$ cat src/rtl/seq_det_ctrl.sv
// Serial pattern detector with IDLE/RUN/DONE control, a configurable pattern, length and match target.
// Define SEQ_DET_OVERLAP_EN to let matches overlap; by default each match needs len fresh bits.
module seq_det_ctrl #(
   parameter int MAX_LEN = 8,
   parameter int CNT_W   = 8
) (
   input  logic               clk,
   input  logic               rst,
   input  logic               cfg_we,
   input  logic [MAX_LEN-1:0] cfg_pat,
   input  logic [3:0]         cfg_len,
   input  logic [CNT_W-1:0]   cfg_target,
   input  logic               start,
   input  logic               stop,
   input  logic               a,
   input  logic               a_valid,
   output logic               y,
   output logic               busy,
   output logic               done,
   output logic [CNT_W-1:0]   match_cnt
);

   localparam logic [1:0] S_IDLE = 2'd0;
   localparam logic [1:0] S_RUN  = 2'd1;
   localparam logic [1:0] S_DONE = 2'd2;

   localparam logic [3:0]         LEN_MAX = 4'(MAX_LEN);
   localparam logic [3:0]         LEN_RST = (MAX_LEN < 3) ? 4'(MAX_LEN) : 4'd3;
   localparam logic [MAX_LEN-1:0] PAT_RST = MAX_LEN'(3'b101);
   localparam logic [CNT_W-1:0]   CNT_MAX = '1;

   function automatic logic [3:0] clamp_len(input logic [3:0] l);
      if (l == 4'd0)
         return 4'd1;
      else if (l > LEN_MAX)
         return LEN_MAX;
      else
         return l;
   endfunction

   function automatic logic [CNT_W-1:0] sat_inc(input logic [CNT_W-1:0] c);
      return (c == CNT_MAX) ? c : c + CNT_W'(1);
   endfunction

   logic [1:0]         state_q, state_d;
   logic [MAX_LEN-1:0] pat_q, pat_d;
   logic [3:0]         len_q, len_d;
   logic [CNT_W-1:0]   tgt_q, tgt_d;
   logic [MAX_LEN-1:0] hist_q, hist_d;
   logic [3:0]         fill_q, fill_d;
   logic [CNT_W-1:0]   cnt_q, cnt_d;
   logic               y_q, y_d;

   logic [MAX_LEN-1:0] len_mask;
   logic [MAX_LEN-1:0] hist_sh;
   logic [3:0]         fill_inc;
   logic [CNT_W-1:0]   cnt_inc;
   logic               sample;
   logic               hit;

   always_comb begin
      len_mask = '0;
      for (int i = 0; i < MAX_LEN; i++)
         len_mask[i] = (4'(i) < len_q);
   end

   // start and stop take priority over sampling in the same cycle
   assign sample   = (state_q == S_RUN) && a_valid && !start && !stop;
   assign hist_sh  = (hist_q << 1) | MAX_LEN'(a);
   assign fill_inc = (fill_q >= LEN_MAX) ? LEN_MAX : fill_q + 4'd1;
   assign hit      = sample && (fill_inc >= len_q) &&
                     (((hist_sh ^ pat_q) & len_mask) == '0);
   assign cnt_inc  = sat_inc(cnt_q);

   always_comb begin
      state_d = state_q;
      pat_d   = pat_q;
      len_d   = len_q;
      tgt_d   = tgt_q;
      hist_d  = hist_q;
      fill_d  = fill_q;
      cnt_d   = cnt_q;
      y_d     = 1'b0;

      if (cfg_we && (state_q != S_RUN)) begin
         pat_d = cfg_pat;
         len_d = clamp_len(cfg_len);
         tgt_d = cfg_target;
      end

      if (start) begin
         state_d = S_RUN;
         hist_d  = '0;
         fill_d  = '0;
         cnt_d   = '0;
      end else if (stop) begin
         state_d = S_IDLE;
      end else if (sample) begin
         hist_d = hist_sh;
         fill_d = fill_inc;
         if (hit) begin
            y_d   = 1'b1;
            cnt_d = cnt_inc;
`ifdef SEQ_DET_OVERLAP_EN
            fill_d = fill_inc;
`else
            fill_d = '0;
`endif
            if ((tgt_q != '0) && (cnt_inc == tgt_q))
               state_d = S_DONE;
         end
      end
   end

   always_ff @(posedge clk or negedge rst) begin
      if (!rst) begin
         state_q <= S_IDLE;
         pat_q   <= PAT_RST;
         len_q   <= LEN_RST;
         tgt_q   <= '0;
         hist_q  <= '0;
         fill_q  <= '0;
         cnt_q   <= '0;
         y_q     <= 1'b0;
      end else begin
         state_q <= state_d;
         pat_q   <= pat_d;
         len_q   <= len_d;
         tgt_q   <= tgt_d;
         hist_q  <= hist_d;
         fill_q  <= fill_d;
         cnt_q   <= cnt_d;
         y_q     <= y_d;
      end
   end

   assign y         = y_q;
   assign busy      = (state_q == S_RUN);
   assign done      = (state_q == S_DONE);
   assign match_cnt = cnt_q;

endmodule

$ cat config.mk
export PLATFORM = sky130hd
export DESIGN_NAME = seq_det_ctrl
export DESIGN_NICKNAME = d
export VERILOG_FILES = /design/src/rtl/seq_det_ctrl.sv
export SDC_FILE = /design/constraint.sdc
export NUM_CORES = 1
export LEC_CHECK = 0
export BUFFER_PORTS_ARGS = -buffer_cell sky130_fd_sc_hd__buf_2
export CAP_MARGIN = 20
export CORE_UTILIZATION = 50
export DETAILED_ROUTE_END_ITERATION = 8
export HOLD_SLACK_MARGIN = 0.12
export PLACE_DENSITY = 0.77
export SLEW_MARGIN = 40
export SYNTH_ARGS = -nofsm -noshare
export SYNTH_HDL_FRONTEND = slang
export SYNTH_SLANG_ARGS = --single-unit
$ cat constraint.sdc
create_clock -name clk -period 3.94 [get_ports clk]
set_input_delay 0.197 -clock clk [delete_from_list [all_inputs] [get_ports clk]]
set_output_delay 0.197 -clock clk [all_outputs]
set_load 0.03 [all_outputs]
# After elaboration in Yosys (flattened, before gate mapping)
# Index checks and enable logic that the tools add are counted.
# word_totals
regBits,42
in_bits,27
out_inout_bits,11
word_cells,74
# op_classes
addsub,2
order_cmp,11
eq_ne,6
mux,24
bitwise_logic,3
n_reduce_logical,20
# ops
cell,n
8-bit two-way mux,5
4-bit two-way mux,7
7-bit two-way mux,3
"3-bit by 4-bit less-than comparator with 1-bit output, first input constant",4
2-bit two-way mux,5
3-bit nonzero test,3
"8-bit by 1-bit adder with 8-bit output, second input constant",1
8-bit AND,1
8-bit equality test,1
"8-bit equality test, second input constant",1
8-bit zero test,1
"1-bit by 4-bit less-than comparator with 1-bit output, first input constant",2
"2-bit by 4-bit less-than comparator with 1-bit output, first input constant",2
8-bit by 1-bit OR with 8-bit output,1
8-bit nonzero test,1
8-bit XOR,1
1-bit logical AND,7
3-bit AND reduction,2
"4-bit by 1-bit adder with 4-bit output, second input constant",1
4-bit >= comparator,1
"4-bit >= comparator, second input constant",1
"4-bit > comparator, second input constant",1
4-bit zero test,1
1-bit two-way mux,4
other kinds (7),9

# Longest topological paths before layout
# logic_depth
depth_word,10
mapped_depth,11

# Worst setup path before layout
# Ideal clock, no wire load.
# synth_path
path_kind,register to register
from,reg cnt_q[0] (netlist: match_cnt[0])
to,reg state_q[0]
t_arrival_ps,2348
slack_ps,1463
path_stages_with_launch,10
n_path_buf,2
path_cell_list,dfrtp_1 > ha_1 > buf_6 > and4_4 > buf_6 > nor4b_1 > a311o_1 > nor4_1 > nand4b_1 > o41a_1
# synth_via
elab_chain_len,6
# synth_rtl
item,line_no,source
"start, declared",51,"logic [CNT_W-1:0] cnt_q, cnt_d;"
"start signal, assigned",132,cnt_q <= cnt_d;
8-bit by 1-bit adder with 8-bit output / 8-bit equality test (equally long branches),42,return (c == CNT_MAX) ? c : c + CNT_W'(1);
8-bit two-way mux (*),42,
8-bit equality test (*),109,if ((tgt_q != '0) && (cnt_inc == tgt_q))
1-bit logical AND (*),109,
3-bit nonzero test (no line) (*),n/a,
3-bit AND reduction (no line) (*),n/a,
"end signal, assigned",126,state_q <= state_d;
"end, declared",45,"logic [1:0] state_q, state_d;"
# Every way passes the cells marked *; elsewhere a longest branch is shown, timed or not.
# A chain may end at the register's enable or synchronous reset.

# Worst setup path in the final report
# layout_path
from,reg fill_q[0]
to,reg cnt_q[0] (netlist: match_cnt[0])
# layout_via
elab_chain_len,7
# layout_rtl
item,line_no,source
"start, declared",50,"logic [3:0] fill_q, fill_d;"
"start signal, assigned",131,fill_q <= fill_d;
4-bit by 1-bit adder with 4-bit output / 4-bit >= comparator (equally long branches),70,assign fill_inc = (fill_q >= LEN_MAX) ? LEN_MAX : fill_q + 4'd1;
4-bit two-way mux (*),70,
4-bit >= comparator (*),71,assign hit = sample && (fill_inc >= len_q) &&
1-bit logical AND (*) (2 in a row),71,
2-bit nonzero test (no line) (*),n/a,
3-bit AND reduction (no line) (*),n/a,
# Marks and branches as above.

==> flow_summary.ini <==
[drt]
routed_wl_um = 5610
drtAntennaViolNets = 0
wl_per_cell_um = 15.5
drt_iter0_markers = 232
dr.pass1.iters = 4
viasPerCell = 5.91
drc = 0
vias = 2132

[cells_and_area]
final_net_count = 328
n_antenna_cell = 0
fin_area_sq_um = 2800
area_growth_pct = 12.5
final_common_cell = dfrtp_1
multiInputGateArea_sq_um = 1310
final_cell_mix = dfrtp_1 (38), nand2_1 (36), buf_2 (36)
nFillCells = 440
drive_gt1_share_pct = 25.2
register_area_sq_um = 1060

[die]
die_w_um = 72.5
core_area_sq_um = 4750
num_rows = 25
die_h_um = 72.5
pin_count = 38
fp.dieArea_sq_um = 5260
initial_core_util_pct = 52.3

[sta]
fin_setup_tns_ps = 0
max_clock_freq_mhz = 390
slew_violations = 0
worst_pin_slew_ps = 733
final.period_utilization_pct = 65.1
rsz0062_at_grt = false
hold_violations = 0
setup_viol = 0
slew_headroom_pct = 51.0
fin_worst_skew_ps = 6.66
final.min_clock_period_ps = 2570

[clock_network]
cts_tree = yes
cts_buffer_depth = 2
numCtsBuffers = 5
cts_max_level = 2
cts.sinks = 42
cts_root_buf = clkbuf_8
clk_pin_slew_worst_paths_ps = 80
insertion_delay_ps = 300
post-cts-setup-buffer-count = 0

[synthesis]
syn-instance-count = 259
syn_area_sq_um = 2490
ys_seq_area_share_pct = 42.5
synth_edf_count = 0
yosysTopAreaCellShare_pct = 38.2
synth_top_cells_by_area = dfrtp_1 (38%), mux2_2 (7.7%), nand2_1 (5.4%)
syn_avg_cell_area_sq_um = 9.60
synth_ff_type = dfrtp_1
synth_nets = 293
yosysWarnings = 0
synthArstFlopShare_pct = 100
synth_seq_cells = 42
synth_largest_area_cell = dfrtp_1
synth_cell_types = 56

[worst_setup_path]
regToRegStartpoint = fill_q[0]
end_kind = flip-flop
crit_path_start_kind = flip-flop
crit_end = match_cnt[0]
ff2ff_setup_slack_ps = 1370
critPathKind = flip-flop to flip-flop
crit_fanout = 13
startpoint = fill_q[0]
rr_worst_depth = 10
cp.required_ps = 4130
worstPathArrival_ps = 2750
rr_endpoint = match_cnt[0]

[power]
pwr_density_cell_nw_per_um2 = 349
leakagePower_uw = 0.00126
vdd_ir_drop_max_v = 0.000245

[grt]
grt_pass1_wl_um = 9470
grt_start_max_net_pins = 43
track_usage_pct = 23.5
antenna_found_initial = 0
grt_overflow_total = 0
grt_pass1_vias = 1982

[run_status]
status = finished, final reports clean

[placement]
place_area_sq_um = 2690
numPortBuffers = 37
place_hpwl_um = 4000
gp_congestion = 0.968

[flow_run]
cap_violations = 0

[hold_path]
hp-class = input port to flip-flop
## registers in the layout, summed over array words and instances (netlist names)
signal,cells
fill_q,4
hist_q,7
len_q,4
match_cnt,8
pat_q,8
state_q,2
tgt_q,8
y,1
## report_power, final
group	switching, uW	internal (uW)
clock network	149	122
logic	90.9	90.1
registers	48.6	477
## cells in the mapped netlist, drive strengths merged (7+ instances only)
cell type and n:
mux2 17, nand2 37, o21ai 12, nand3 16, inv 13, clkbuf 8
a21oi 15, nor2 10, ha 7, dfrtp 38, xnor2 11
## routing by layer
layer	wire [um]	global-route usage, %	up-vias
met5	0	0	-
met1	2700	34.8	1049
met3	355	5.14	10
met2	2460	33.9	75
li1	-	-	998
met4	96	8.50	0
## cells by family after synthesis
family / share of synthesized area, %
DFF: 42.5
AOI/OAI and AO/OA: 15.7
and+or+nand+nor: 19.6
xor gates and xnor gates: 4.93
adders and majority gates: 3.52
muxes: 8.50
buffers and inverters: 5.23
## critical path, cell delays in order (launching register included)
cell and delay, ps:
dfrtp_1 400, inv_1 80, ha_1 280, nor2b_1 180, ha_1 250, a211oi_1 260, o21bai_1 140, o211ai_2 230
inv_2 250, mux2i_1 190, a22o_1 200
## timing repair
item | in CTS | in global routing
hold buffers | 3 | 0
gates resized for setup | 0 | 0
endpoints found under the hold margin | 40 | 0
## through the flow
step                      total power, uW  hold slack, ps  setup slack, ps  std cells  utilization [%]
after floorplan                       646           -98.6             1460        259                -
after global placement                701             382             1530        351             56.3
after detailed placement              709             215             1460        351             56.6
after CTS                             984             122             1430        361             58.9
after global routing                 1030             121             1200        361             58.9
final                                 977             121             1370        361             58.9
## worst min-delay path by stage
stage	cells after the start	from	slack, ps	endpoint
global route	2	cfg_pat[5]	120	pat_q[5]
CTS	2	cfg_pat[2]	120	pat_q[2]
detailed placement	1	rst	210	tgt_q[0]
finish	3	cfg_len[1]	120	len_q[1]
global placement	1	rst	380	tgt_q[3]
floorplan	0	rst	-100	fill_q[0]
## area by class of cell
class                           instances  share of cell area (%)
Multi-Input combinational cell        192                    46.9
Sequential cell                        42                    37.7
Timing Repair Buffer                   40                    7.78
Tap cell                               67                    3.00
Clock buffer                            6                    2.59
Inverter                               13                    1.74
Clock inverter                          1                   0.268
Power figures use the tool's default switching activity.
